### src/rtl/gpu_command_dispatcher.sv
// Command dispatcher: queues draw commands in a small FIFO and hands them one at
// a time to the line, fill and arc units, tracking which unit owns the pixel bus.

`ifndef WIDTH_BITS
`define WIDTH_BITS 10
`endif
`ifndef HEIGHT_BITS
`define HEIGHT_BITS 9
`endif

module gpu_command_dispatcher #(
  parameter int DEPTH = 4
) (
  input  logic                     clk,
  input  logic                     rst,

  input  logic                     cmd_valid,
  output logic                     cmd_ready,
  input  logic [1:0]               cmd_op,
  input  logic [`WIDTH_BITS-1:0]   cmd_x0,
  input  logic [`WIDTH_BITS-1:0]   cmd_x1,
  input  logic [`HEIGHT_BITS-1:0]  cmd_y0,
  input  logic [`HEIGHT_BITS-1:0]  cmd_y1,

  output logic [`WIDTH_BITS-1:0]   x0_o,
  output logic [`WIDTH_BITS-1:0]   x1_o,
  output logic [`HEIGHT_BITS-1:0]  y0_o,
  output logic [`HEIGHT_BITS-1:0]  y1_o,

  output logic                     line_start,
  output logic                     fill_start,
  output logic                     arc_start,
  input  logic                     line_done,
  input  logic                     fill_done,
  input  logic                     arc_done,
  output logic                     line_active,
  output logic                     fill_active,
  output logic                     arc_active,

  output logic                     busy,
  output logic                     bad_op,
  output logic [$clog2(DEPTH):0]   cmd_count
);

  localparam int WB      = `WIDTH_BITS;
  localparam int HB      = `HEIGHT_BITS;
  localparam int PTR_W   = $clog2(DEPTH);
  localparam int CNT_W   = PTR_W + 1;
  localparam int ENTRY_W = 2 + 2 * WB + 2 * HB;

  // Entry layout, MSB to LSB: {op, x0, y0, x1, y1}
  localparam int Y1_LSB = 0;
  localparam int X1_LSB = HB;
  localparam int Y0_LSB = HB + WB;
  localparam int X0_LSB = 2 * HB + WB;
  localparam int OP_LSB = 2 * HB + 2 * WB;

  localparam logic [1:0] OP_LINE = 2'b00;
  localparam logic [1:0] OP_FILL = 2'b01;
  localparam logic [1:0] OP_ARC  = 2'b10;
  localparam logic [1:0] OP_RSVD = 2'b11;

  typedef enum logic [1:0] {
    S_IDLE  = 2'b00,
    S_START = 2'b01,
    S_RUN   = 2'b10
  } state_t;

  state_t               state, state_nxt;
  logic [1:0]           sel_op;

  logic [ENTRY_W-1:0]   fifo_mem [DEPTH];
  logic [PTR_W-1:0]     wr_ptr;
  logic [PTR_W-1:0]     rd_ptr;
  logic [CNT_W-1:0]     count;

  logic                 push;
  logic                 pop;
  logic                 dispatch;
  logic                 fifo_empty;
  logic [ENTRY_W-1:0]   head;
  logic [1:0]           head_op;
  logic                 sel_done;

  // Completion from the unit currently owning the bus; other done pulses are noise.
  function automatic logic done_of(input logic [1:0] op, input logic l_done,
                                   input logic f_done, input logic a_done);
    case (op)
      OP_LINE: done_of = l_done;
      OP_FILL: done_of = f_done;
      OP_ARC:  done_of = a_done;
      default: done_of = 1'b0;
    endcase
  endfunction

  // ---- command FIFO ----
  assign cmd_ready  = (count != CNT_W'(DEPTH));
  assign fifo_empty = (count == '0);
  assign push       = cmd_valid && cmd_ready;
  assign head       = fifo_mem[rd_ptr];
  assign head_op    = head[OP_LSB +: 2];
  assign cmd_count  = count;

  always_ff @(posedge clk) begin
    if (push) begin
      fifo_mem[wr_ptr] <= {cmd_op, cmd_x0, cmd_y0, cmd_x1, cmd_y1};
    end
  end

  always_ff @(posedge clk or posedge rst) begin
    if (rst) begin
      wr_ptr <= '0;
      rd_ptr <= '0;
      count  <= '0;
    end else begin
      if (push) wr_ptr <= wr_ptr + 1'b1;
      if (pop)  rd_ptr <= rd_ptr + 1'b1;
      case ({push, pop})
        2'b10:   count <= count + 1'b1;
        2'b01:   count <= count - 1'b1;
        default: count <= count;
      endcase
    end
  end

  // ---- dispatch FSM ----
  assign sel_done = done_of(sel_op, line_done, fill_done, arc_done);

  always_comb begin
    state_nxt = state;
    pop       = 1'b0;
    dispatch  = 1'b0;
    bad_op    = 1'b0;
    case (state)
      S_IDLE: begin
        if (!fifo_empty) begin
          pop = 1'b1;
          if (head_op == OP_RSVD) begin
            bad_op = 1'b1;
          end else begin
            dispatch  = 1'b1;
            state_nxt = S_START;
          end
        end
      end
      S_START: state_nxt = S_RUN;
      S_RUN: begin
        if (sel_done) state_nxt = S_IDLE;
      end
      default: state_nxt = S_IDLE;
    endcase
  end

  always_ff @(posedge clk or posedge rst) begin
    if (rst) begin
      state  <= S_IDLE;
      sel_op <= OP_LINE;
      x0_o   <= '0;
      y0_o   <= '0;
      x1_o   <= '0;
      y1_o   <= '0;
    end else begin
      state <= state_nxt;
      if (dispatch) begin
        sel_op <= head_op;
        x0_o   <= head[X0_LSB +: WB];
        y0_o   <= head[Y0_LSB +: HB];
        x1_o   <= head[X1_LSB +: WB];
        y1_o   <= head[Y1_LSB +: HB];
      end
    end
  end

  // ---- unit handshake outputs, decoded from one state and one select so they stay one-hot ----
  assign line_start  = (state == S_START) && (sel_op == OP_LINE);
  assign fill_start  = (state == S_START) && (sel_op == OP_FILL);
  assign arc_start   = (state == S_START) && (sel_op == OP_ARC);

  assign line_active = (state != S_IDLE) && (sel_op == OP_LINE);
  assign fill_active = (state != S_IDLE) && (sel_op == OP_FILL);
  assign arc_active  = (state != S_IDLE) && (sel_op == OP_ARC);

  assign busy = (state != S_IDLE) || !fifo_empty;

endmodule

### config.mk
export PLATFORM = sky130hd
export DESIGN_NAME = gpu_command_dispatcher
export DESIGN_NICKNAME = d
export VERILOG_FILES = /design/src/rtl/gpu_command_dispatcher.sv
export SDC_FILE = /design/constraint.sdc
export NUM_CORES = 1
export LEC_CHECK = 0
export BUFFER_PORTS_ARGS = -buffer_cell sky130_fd_sc_hd__clkbuf_2
export CAP_MARGIN = 20
export CORE_MARGIN = 5
export CORE_UTILIZATION = 40
export DETAILED_ROUTE_END_ITERATION = 10
export HOLD_SLACK_MARGIN = 0.02
export SLEW_MARGIN = 25
export SYNTH_ARGS = -nofsm -noshare
export SYNTH_HDL_FRONTEND = slang
export SYNTH_SLANG_ARGS = --single-unit
### constraint.sdc
create_clock -name clk -period 6.3 [get_ports clk]
set_input_delay 0.315 -clock clk [delete_from_list [all_inputs] [get_ports clk]]
set_output_delay 0.315 -clock clk [all_outputs]
set_load 0.005 [all_outputs]
### Word level (Yosys, flattened, before mapping)

Memory sizes are Yosys's and may differ from the RTL's.
Cells that the tools add are included.
W data, S select, Z words.

| word-level totals | value |
|---|---|
| register bits | 49 |
| RAM bits | 160 |
| bits of input ports | 46 |
| logic and storage cells | 56 |
| memories | 1 |

Memories:

| memory | depth | bits a word | rd ports | clocked after Yosys merged registers in | wr ports | line | text |
|---|---|---|---|---|---|---|---|
| fifo_mem | 4 | 40 | 1 | 0 | 1 | 72 | `logic [ENTRY_W-1:0] fifo_mem [DEPTH];` |

| cells by class | value |
|---|---|
| $add $sub $neg | 4 |
| equal/unequal tests | 11 |
| multiplexer cells | 16 |
| reduce and logical (&&, ||, !) cells | 15 |

Operators by type and width:

| kind | count |
|---|---|
| $mux W1 | 10 |
| $eq A2 B2 Y1 const B | 4 |
| $logic_and A1 B1 Y1 | 7 |
| $eq A2 B1 Y1 const B | 3 |
| $mux W2 | 3 |
| $ne A2 B2 Y1 const B | 3 |
| $pmux W2 S3 | 1 |
| $pmux W3 S2 | 1 |
| $add A2 B1 Y2 const B | 2 |
| $logic_not A2 Y1 | 2 |
| $reduce_bool A2 Y1 | 2 |
| $add A3 B1 Y3 const B | 1 |
| $logic_not A3 Y1 | 1 |
| $ne A3 B3 Y1 const B | 1 |
| $pmux W1 S3 | 1 |
| $reduce_and A3 Y1 | 1 |
| $sub A3 B1 Y3 const B | 1 |
| $logic_not A1 Y1 | 1 |
| $logic_or A1 B1 Y1 | 1 |

### Longest topological paths before layout

Gate-level depths: netlist of run 1.

| logic depth | value |
|---|---|
| depth after elaboration | 5 |
| gate-level depth with buffers | 9 |
| gate-level depth less buffers | 9 |

### Worst setup path before layout of run 1

OpenSTA, ideal clock, no wires.

| path | value |
|---|---|
| path kind | register to register |
| start | register count[2], in the netlist cmd_count[2] |
| end | memory fifo_mem[0][0] in the netlist's numbering, enable pin |
| arrival | 1810 ps |
| path slack | 4088 ps |
| stages on the path, launching flop included | 4 |
| path buffers | 1 |
| period minus slack after synthesis | 2212 ps |
| path through | dfrtp_1 -> or3b_2 -> clkbuf_1 -> and3_1 |

| between the ends | value |
|---|---|
| word-level cells in the longest chain between the ends | 4 |

Ends and longest elaborated chain:

| element | line | text |
|---|---|---|
| from (decl) | 75 | `logic [CNT_W-1:0] count;` |
| from (signal assigned) | 119 | `2'b10: count <= count + 1'b1;` |
| from (signal assigned) | 120 | `2'b01: count <= count - 1'b1;` |
| from (signal assigned) | 121 | `default: count <= count;` |
| $ne A3 B3 Y1 | 97 | `assign cmd_ready = (count != CNT_W'(DEPTH));` |
| named net cmd_ready | 18 | `output logic cmd_ready,` |
| $logic_and A1 B1 Y1 | 99 | `assign push = cmd_valid && cmd_ready;` |
| $mux W1 | 105 | `if (push) begin` |
| $mux W1 (implied by the code) | 106 | `fifo_mem[wr_ptr] <= {cmd_op, cmd_x0, cmd_y0, cmd_x1, cmd_y1};` |
| to (decl) | 72 |  |

The timed path passes the listed nets, and every way through them passes these cells.

### Worst setup path in the final report of run 1

| path | value |
|---|---|
| start | register rd_ptr[0] |
| end | register x1_o[4] |

| between the ends | value |
|---|---|
| word-level cells in the longest chain between the ends | 5 |

Ends and longest elaborated chain:

| element | line | text |
|---|---|---|
| from (decl) | 74 | `logic [PTR_W-1:0] rd_ptr;` |
| from (signal assigned) | 117 | `if (pop) rd_ptr <= rd_ptr + 1'b1;` |
| $mem_v2 Z4 W40 * | - |  |
| $eq A2 B2 Y1 | 138 | `if (head_op == OP_RSVD) begin` |
| $mux W1 | 138 |  |
| $mux W1 | 136 | `if (!fifo_empty) begin` |
| $mux W1 | 134 | `case (state)` |
| to (signal assigned) | 168 | `x1_o <= head[X1_LSB +: WB];` |
| to (decl) | 26 | `` output logic [`WIDTH_BITS-1:0] x1_o, `` |

Mark *: on every way between the ends. The rest lies on a longest branch, timed or not.
A chain may end at the register's enable or synchronous reset.

==> flow_summary.yaml, run 1 <==
yosys:
  synth_fa_ha_area_share_pct: 1.059
  synth_top_area_share_pct: 61.59
  ys_ff_latch: 209
  yosysSeqAreaShare_pct: 77.31
  synthCells: 354
  synthArstFlopShare_pct: 23.44
  synthTopCellsByArea: "edfxtp_1, dfrtp_1, mux4_2"
  synth.largest_area_cell: "edfxtp_1"
  yosys.area_share.xor_xnor_pct: 0.6736
  synth_compound_area_share_pct: 0.5613
  yosysWarningCount: 0
  synth_top_family_by_area: "multiplexers"
  yosys.area_share.simple_pct: 1.716
  synth_top_flop_cell: "edfxtp_1"
  synth_nets: 406
  avgSynthCellArea_sq_um: 22.04
  synth_edf_count: 160
  yosysUniqueCellTypes: 28
  syn_area_sq_um: 7801
  synth.area.mux_share_pct: 17.43
clock_network:
  cts-resized-gates: 0
  post-cts-setup-buffers: 0
  clock_path_buffers: 3
  clk_pin_slew_worst_paths_ns: 0.06
  clock_latency_ns: 0.48
  cts_hold_buf: 0
  numCtsBuffers: 22
  cts_root_buf: "clkbuf_16"
  htreeDepth: 1
  cts_tree: "yes"
  cts_sinks: 209
sta:
  max_freq_mhz: 331.2
  slew_headroom_pct: 41.36
  layout_min_cycle_time_ns: 3.020
  rsz0062_at_grt: "false"
  setup_violations: 0
  hold_viol: 0
  maxSlewViolCount: 0
  setup-tns-final_ns: 0
  whs_ns: 0.01832
  layout_setup_ws_ns: 3.280
  worstMarginPinSlew_ns: 0.8729
  finClkSkew_ns: 0.008332
  period_share_pct: 47.93
layout:
  seqCellArea_sq_um: 6038
  nets: 517
  final_layout_size_suffix_gt1_share_pct: 44.91
  finalNonFillerCells: 746
  fill_cells: 1644
  diodes: 0
  multi_input_comb_area_sq_um: 1685
  layout_common_cells: "edfxtp_1, clkbuf_2, dfrtp_1"
  final_common_cell: "edfxtp_1"
  syn2layout_area_growth_pct: 20.72
floorplanning:
  core_sq_um: 19330
  die_w_um: 149.7
  placementRows: 51
  dieArea_sq_um: 22400
  die_h_um: 149.7
  ioPinCount: 96
  initial_core_util_pct: 40.35
routing:
  drc_errors: 0
  dr_total_vias: 3651
  avgRoutedWirePerCell_um: 19.31
  drtIter0Drc: 230
  wl_mm: 14.40
  drtAntennaViolNets: 0
  viasPerCell: 4.894
  drtPass1Iterations: 4
worst_setup_path:
  crit_family: "multiplexers"
  cp_slowest_cell: "dfrtp_4"
  worstPathArrival_ns: 3.39
  rrSetupSlack_ns: 3.28
  slowest_delay_ns: 1.01
  ff2ff_path_depth: 4
  crit_buf_inv: 1
  crit_fanout: 42
  end_kind: "flip-flop"
  cp.required_ns: 6.67
  start_kind: "flip-flop"
  crit_chain: "mux4_2 -> a211oi_4 -> buf_4 -> mux2_2"
  cp.depth: 4
  worstSetupPathType: "flip-flop to flip-flop"
placement:
  dpl.cell_count: 706
  place_congestion: 0.6873
  port_buffers: 95
  dp_hpwl_mm: 8.222
  dp_slack_ns: 3.187
run:
  drv_cap: 0
global_routing:
  overflow: 0
  gr-usage-all-layers_pct: 13.13
  grt_pass1_vias: 3950
  antenna_found_initial: 2
  grt_pass1_wl_mm: 22.47
  grt_max_degree: 50
pwr:
  ir_drop_v: 0.0002695
  power_density_nw_per_um2: 512.5
  power_leakage_uw: 0.003455
run_status:
  status: "completed"
min_path:
  hold_path.class: "primary input to async pin"
registers in the layout, indices dropped and copies added (netlist names):
signal	count
fifo_mem	160
x0_o	10
x1_o	10
y0_o	9
y1_o	9
cmd_count	3
rd_ptr	2
sel_op	2
state	2
wr_ptr	2
routing by layer:
layer / part of all wire, % / global-route usage [%] / wire [um]
met1: 41 / 16.35 / 5895
met2: 52 / 22.87 / 7420
met3: 6.1 / 3.604 / 883
met4: 1.2 / 3.294 / 176
met5: 0.19 / 0 / 27
worst paths after layout:
kind / startpoint / to
min: rst / y1_o[2]
min in group clk: cmd_x0[5] / fifo_mem[0][33]
max reg2reg: rd_ptr[0] / x1_o[4]
max in group asynchronous: rst / rd_ptr[0]
min reg2reg: x0_o[7] / x0_o[7]
max: rd_ptr[0] / x1_o[4]
synth_stat cells, types with 2 or more instances:
library cell and count:
nor2_1 6, mux2i_1 2, clkbuf_1 5, xnor2_1 3
nor3_1 5, dfrtp_1 49, and3_1 5, mux4_2 40
mux2_1 9, edfxtp_1 160, ha_1 5, buf_1 4
nand2_1 2, nand2b_1 4, xor2_1 3, buf_2 3
mux2_2 30, o22a_1 2, inv_1 8
logic make-up (layout without fill, tap and decap cells):
family | after synthesis | after routing
flops | 209 | 209
fa+ha+maj | 6 | 6
simple gates | 25 | 25
xor+xnor | 6 | 6
mux | 81 | 81
compound gates | 5 | 5
buf+inv | 22 | 149
tightest hold or removal path, delay by kind of cell:
kind                   cells  cell delay, ns
buffers and inverters      3            0.69
per-stage QoR:
stage	utilization [%]	area [sq um]	total power, uW
floorplan	-	7801	3023
global placement	44.50	8603	3456
detailed placement	44.51	8606	3497
CTS	48.71	9418	4918
global route	48.71	9418	5099
finish	48.71	9418	4826
where the power goes:
group          internal, uW  leakage, uW  switching (uW)
Sequential             1900      0.00204             296
Clock                   909     0.000388             501
Combinational           695      0.00103             527
layout make-up:
class                           instances  share of cell area (%)
Sequential cell                       209                   64.12
Multi-Input combinational cell        123                   17.90
Clock buffer                           24                   6.151
Timing Repair Buffer                  101                   5.527
Tap cell                              265                   3.521
Clock inverter                         16                   2.471
Inverter                                8                  0.3189
(Power assumes the default switching activity.)
==> run 2: changes to the inputs <==
Clock period 6.3 ns to 2.75 ns, I/O delays scaled along.
==> run 2 against run 1 <==
  * Core utilization rose by 2.0 points
  * Via count grew 4.8%
  * Sequential power up 120%
  * Power increased by 130%
  * Sequential cell count is the same
  * Setup slack worse by 2.8 ns
  * Global-route usage rose by 0.76 points
  * Worst hold slack improved by 0.036 ns
  * First-iteration DRC count up 5.2%
  * Critical endpoint is now cmd_count[2]
  * Largest cell class unchanged
  * Largest power group unchanged
==> flow_summary.yaml, run 2 (synthesized netlist as in run 1, its figures left out) <==
worst_setup_path:
  cp.required_ns: 3.15
  crit_buf_inv: 1
  crit_chain: "or3b_2 -> nand2_1 -> ha_1 -> inv_1 -> fa_1 -> xor2_1 -> nor2_1 -> xor2_1"
  slowest_delay_ns: 0.54
  crit_fanout: 6
  worstPathArrival_ns: 2.68
  cpMostUsedCell: "xor2_1"
  start_kind: "flip-flop"
  worstSetupPathType: "flip-flop to flip-flop"
  end_kind: "flip-flop"
  crit_family: "simple AND/OR/NAND/NOR gates"
  cp_slowest_cell: "or3b_2"
  r2r-start: "cmd_count[0]"
  crit_start: "cmd_count[0]"
routing:
  viasPerCell: 4.794
  avgRoutedWirePerCell_um: 18.82
  dr_total_vias: 3826
  drtIter0Drc: 242
  drtAntennaViolNets: 0
  drtPass1Iterations: 4
  wl_mm: 15.02
  drc_errors: 0
global_routing:
  gr-usage-all-layers_pct: 13.89
  overflow: 0
  antenna_found_initial: 0
  grt_pass1_vias: 4305
  grt_max_degree: 32
  grt_pass1_wl_mm: 23.97
placement:
  port_buffers: 95
  dp_hpwl_mm: 9.443
  place_congestion: 0.7093
  placed_cell_area_sq_um: 8678
layout:
  final_common_cell: "edfxtp_1"
  largest_register: "fifo_mem"
  largest_reg_flops: 160
  multi_input_comb_area_sq_um: 1685
  diodes: 0
  final_layout_size_suffix_gt1_share_pct: 42.21
  utilization_pct: 50.73
  syn2layout_area_growth_pct: 25.73
  seqCellArea_sq_um: 6036
  largestRegisters: "fifo_mem: 160 flops, x0_o: 10 flops, x1_o: 10 flops"
  fill_cells: 1598
  nets: 569
  layout_common_cells: "edfxtp_1, clkbuf_2, dfrtp_1"
  fin_area_sq_um: 9808
pwr:
  ir_drop_v: 0.0005090
  p_seq_share_pct: 43.3
  switchingPower_uw: 3092
  internal-power_uw: 7784
  p_comb_share_pct: 30.5
  clkPwrFrac_pct: 26.1
  sw_frac_of_total_pct: 28.43
  power_leakage_uw: 0.003644
  power_density_nw_per_um2: 1109
  power_uw: 10880
floorplanning:
  die_h_um: 149.7
  initial_core_util_pct: 40.35
  placementRows: 51
  dieArea_sq_um: 22400
  ioPinCount: 96
  die_w_um: 149.7
  core_sq_um: 19330
sta:
  slew_headroom_pct: 38.33
  hold_viol: 0
  setup_violations: 0
  setup-tns-final_ns: 0
  whs_ns: 0.05433
  worstMarginPinSlew_ns: 0.9251
  period_share_pct: 82.73
  finClkSkew_ns: 0.01214
  maxSlewViolCount: 0
  rsz0062_at_grt: "false"
  layout_min_cycle_time_ns: 2.275
  max_freq_mhz: 439.6
clock_network:
  cts_root_buf: "clkbuf_16"
  htreeDepth: 1
  cts_sinks: 209
  clk_pin_slew_worst_paths_ns: 0.06
  post-cts-setup-buffers: 0
  cts-resized-gates: 0
  numCtsBuffers: 22
  cts_tree: "yes"
  cts_hold_buf: 42
  clock_latency_ns: 0.49
  clock_path_buffers: 3
min_path:
  min-delay-start: "fill_done"
  hold_path.class: "primary input to flip-flop"
run:
  drv_cap: 0
run_status:
  status: "completed"
-- run 2: changes by cell type in the layout (fill, tap and decap cells not counted), sizes merged --
cell / before / now
clkinvlp: 3 / 1
inv: 8 / 9
buf: 6 / 16
clkbuf: 119 / 124
bufinv: 6 / 2
dlygate4sd3: 0 / 42
-- run 2: path summary, 6_finish.rpt --
kind                           endpoint  slack, ns  cells after the start
setup / recovery           cmd_count[2]       0.48                      8
hold / removal                 state[1]       0.05                      4
setup reg to reg           cmd_count[2]       0.48                      8
hold reg to reg                 x0_o[7]       0.49                      1
max in group asynchronous       y0_o[2]       1.62                      4
min in group asynchronous       x1_o[0]       0.30                      3
-- run 2: per-stage QoR --
step / std cells / worst slack [ns]
floorplan: 354 / 0.5381
global route: 798 / 0.3983
global placement: 716 / 0.5772
finish: 798 / 0.4750
CTS: 798 / 0.4746
detailed placement: 716 / 0.4856
-- run 2: power groups by stage --
stage / logic, uW / clock network, uW / registers [uW]
after CTS: 3420 / 2930 / 4730
final: 3320 / 2840 / 4710
after global placement: 3290 / 0 / 4740
after floorplan: 2230 / 0 / 4700
after global routing: 3650 / 3080 / 4800
after detailed placement: 3360 / 0 / 4790
-- run 2: area by class of cell --
cell class	count	area share (%)
clock buffer	29	6.098
sequential	209	61.54
tap	265	3.381
inverter	8	0.3062
multi-input combinational	123	17.18
timing repair buffer	153	10.36
clock inverter	11	1.135
-- run 2: per-layer routing --
layer  wire (um)  global-route usage (%)  vias to the layer above  share of wire, %
met5           0                       0                        -                 0
met4         182                   2.928                        0               1.2
met3         835                   3.119                       19               5.6
met2        7704                   24.21                       91                51
met1        6298                   18.01                     1975                42
li1            -                       -                     1741                 -
-- run 2: worst reg2reg max path, stage by stage, from the launching register on --
cell,delay (ns)
dfrtp_1,0.42
or3b_2,0.54
nand2_1,0.17
ha_1,0.20
inv_1,0.06
fa_1,0.37
xor2_1,0.15
nor2_1,0.12
xor2_1,0.15
==> run 3: changes to the inputs <==
Clock period 2.75 ns to 1.9 ns, I/O delays scaled along.
==> run 3 against run 2 <==
  * The run now ends with setup timing left
  * Clock-buffer cell count increased by 1
  * Largest cell class unchanged
  * Die area unchanged
  * Combinational power up 70%
  * Clock skew increased by 0.0076 ns
  * Sequential share of layout area shrank 1.3 points
  * Setup slack got worse by 0.65 ns
  * Via count increased by 0.89%
  * Critical path depth decreased by 3
==> flow_summary.yaml, run 3 (synthesized netlist as in run 1, its figures left out) <==
routing:
  drtIter0Drc: 144
  viasPerCell: 4.789
  drtAntennaViolNets: 0
  drtPass1Iterations: 4
  drc_errors: 0
  wl_mm: 14.92
  dr_total_vias: 3860
  avgRoutedWirePerCell_um: 18.51
global_routing:
  grt_pass1_vias: 4314
  gr-usage-all-layers_pct: 13.75
  antenna_found_initial: 0
  grt_pass1_wl_mm: 23.76
  grt_max_degree: 50
  overflow: 0
sta:
  setup_violations: 40
  max_freq_mhz: 482.1
  finClkSkew_ns: 0.01969
  rsz0062_at_grt: "true"
  slew_headroom_pct: 69.91
  maxSlewViolCount: 0
  layout_min_cycle_time_ns: 2.074
  period_share_pct: 109.2
  layout_setup_ws_ns: -0.1744
  worstMarginPinSlew_ns: 0.4513
  hold_viol: 0
  setup-tns-final_ns: -5.928
clock_network:
  numCtsBuffers: 21
  cts_tree: "yes"
  htreeDepth: 1
  clk_pin_slew_worst_paths_ns: 0.06
  cts_root_buf: "clkbuf_16"
  clock_path_buffers: 3
  clock_latency_ns: 0.49
  cts_sinks: 209
placement:
  dp_slack_ns: -0.1844
  dp_hpwl_mm: 8.627
  port_buffers: 95
  place_congestion: 0.7036
floorplanning:
  die_h_um: 149.7
  placementRows: 51
  die_w_um: 149.7
  dieArea_sq_um: 22400
  initial_core_util_pct: 40.35
  ioPinCount: 96
  core_sq_um: 19330
worst_setup_path:
  r2r-start: "rd_ptr[0]"
  start_kind: "flip-flop"
  cp_slowest_cell: "mux4_2"
  worstPathArrival_ns: 2.45
  slowest_delay_ns: 0.55
  rrSetupSlack_ns: -0.17
  crit_fanout: 18
  r2r-end: "x1_o[5]"
  worstSetupPathType: "flip-flop to flip-flop"
  crit_start: "rd_ptr[0]"
  cp.required_ns: 2.28
  crit_chain: "mux4_2 -> a211oi_4 -> buf_6 -> buf_12 -> mux2_2"
  end_kind: "flip-flop"
  ff2ff_path_depth: 5
  cp-endpoint: "x1_o[5]"
layout:
  final_layout_size_suffix_gt1_share_pct: 42.33
  diodes: 0
  layout_common_cells: "edfxtp_1, clkbuf_2, dfrtp_1"
  final_common_cell: "edfxtp_1"
  largest_reg_flops: 160
  largestRegisters: "fifo_mem: 160 flops, x0_o: 10 flops, x1_o: 10 flops"
  largest_register: "fifo_mem"
  nets: 578
  syn2layout_area_growth_pct: 28.39
run_status:
  status: "finished with violations"
  violations: "setup timing"
run:
  drv_cap: 0
pwr:
  ir_drop_v: 0.0006338
  power_density_nw_per_um2: 1618
  power_uw: 16200
  power_leakage_uw: 0.003740
min_path:
  hold_path.class: "primary input to flip-flop"
-- run 3: worst max-delay path: cells and delay by family, from the launching register on --
family                 cells  cell delay (ns)
flip-flops                 1             0.44
multiplexers               2             0.90
buffers and inverters      2             0.32
AO/OA/AOI/OAI              1             0.29
-- run 3: where the power goes --
part / internal, uW / switching (uW)
logic: 3140 / 2500
clock network: 2180 / 1570
registers: 6290 / 523
-- run 3: worst min path at each step --
stage	cells past startpoint	start	slack [ns]	to
after CTS	4	cmd_valid	0.03	wr_ptr[0]
after floorplan	0	cmd_y1[0]	0.19	fifo_mem[0][0]
after detailed placement	3	rst	0.17	y0_o[6]
final	4	cmd_valid	0.06	wr_ptr[0]
after global placement	3	rst	0.17	x1_o[3]
after global routing	4	cmd_valid	0.08	wr_ptr[0]
-- run 3: what timing repair did --
| action | 4_1_cts | 5_1_grt |
|---|---|---|
| pin swaps | 2 | 0 |
| resized for setup | 17 | 4 |
| hold endpoints to repair | 210 | 0 |
| buffers inserted | 2 | 0 |
| cloned | 1 | 0 |
| hold buffers | 44 | 0 |
| setup endpoints to repair | 40 | 41 |
-- run 3: final cells by class --
type                            count  area [sq um]
Timing Repair Buffer              163          1207
Inverter                            8         30.03
Sequential cell                   209          6036
Clock buffer                       30         559.3
Clock inverter                      8         62.56
Fill cell                        1563          9319
Tap cell                          265         331.6
Multi-Input combinational cell    123          1789
-- run 3: per-layer routing --
| layer | vias to the layer above | wire, um | share of wire [%] | global-route usage, % |
|---|---|---|---|---|
| li1 | 1765 | - | - | - |
| met1 | 1990 | 6220 | 42 | 17.29 |
| met2 | 83 | 7628 | 51 | 24.30 |
| met3 | 22 | 804 | 5.4 | 3.059 |
| met4 | 0 | 265 | 1.8 | 3.477 |
| met5 | - | 0 | 0 | 0 |
-- run 3: through the flow --
stage	util, %	instance area, sq um	instances	hold WS [ns]
floorplan	-	7854	354	0.1939
global placement	45.69	8833	721	0.1695
detailed placement	45.69	8833	721	0.1691
CTS	51.71	9998	806	0.03481
global route	51.80	10020	806	0.07741
finish	51.80	10020	806	0.05960
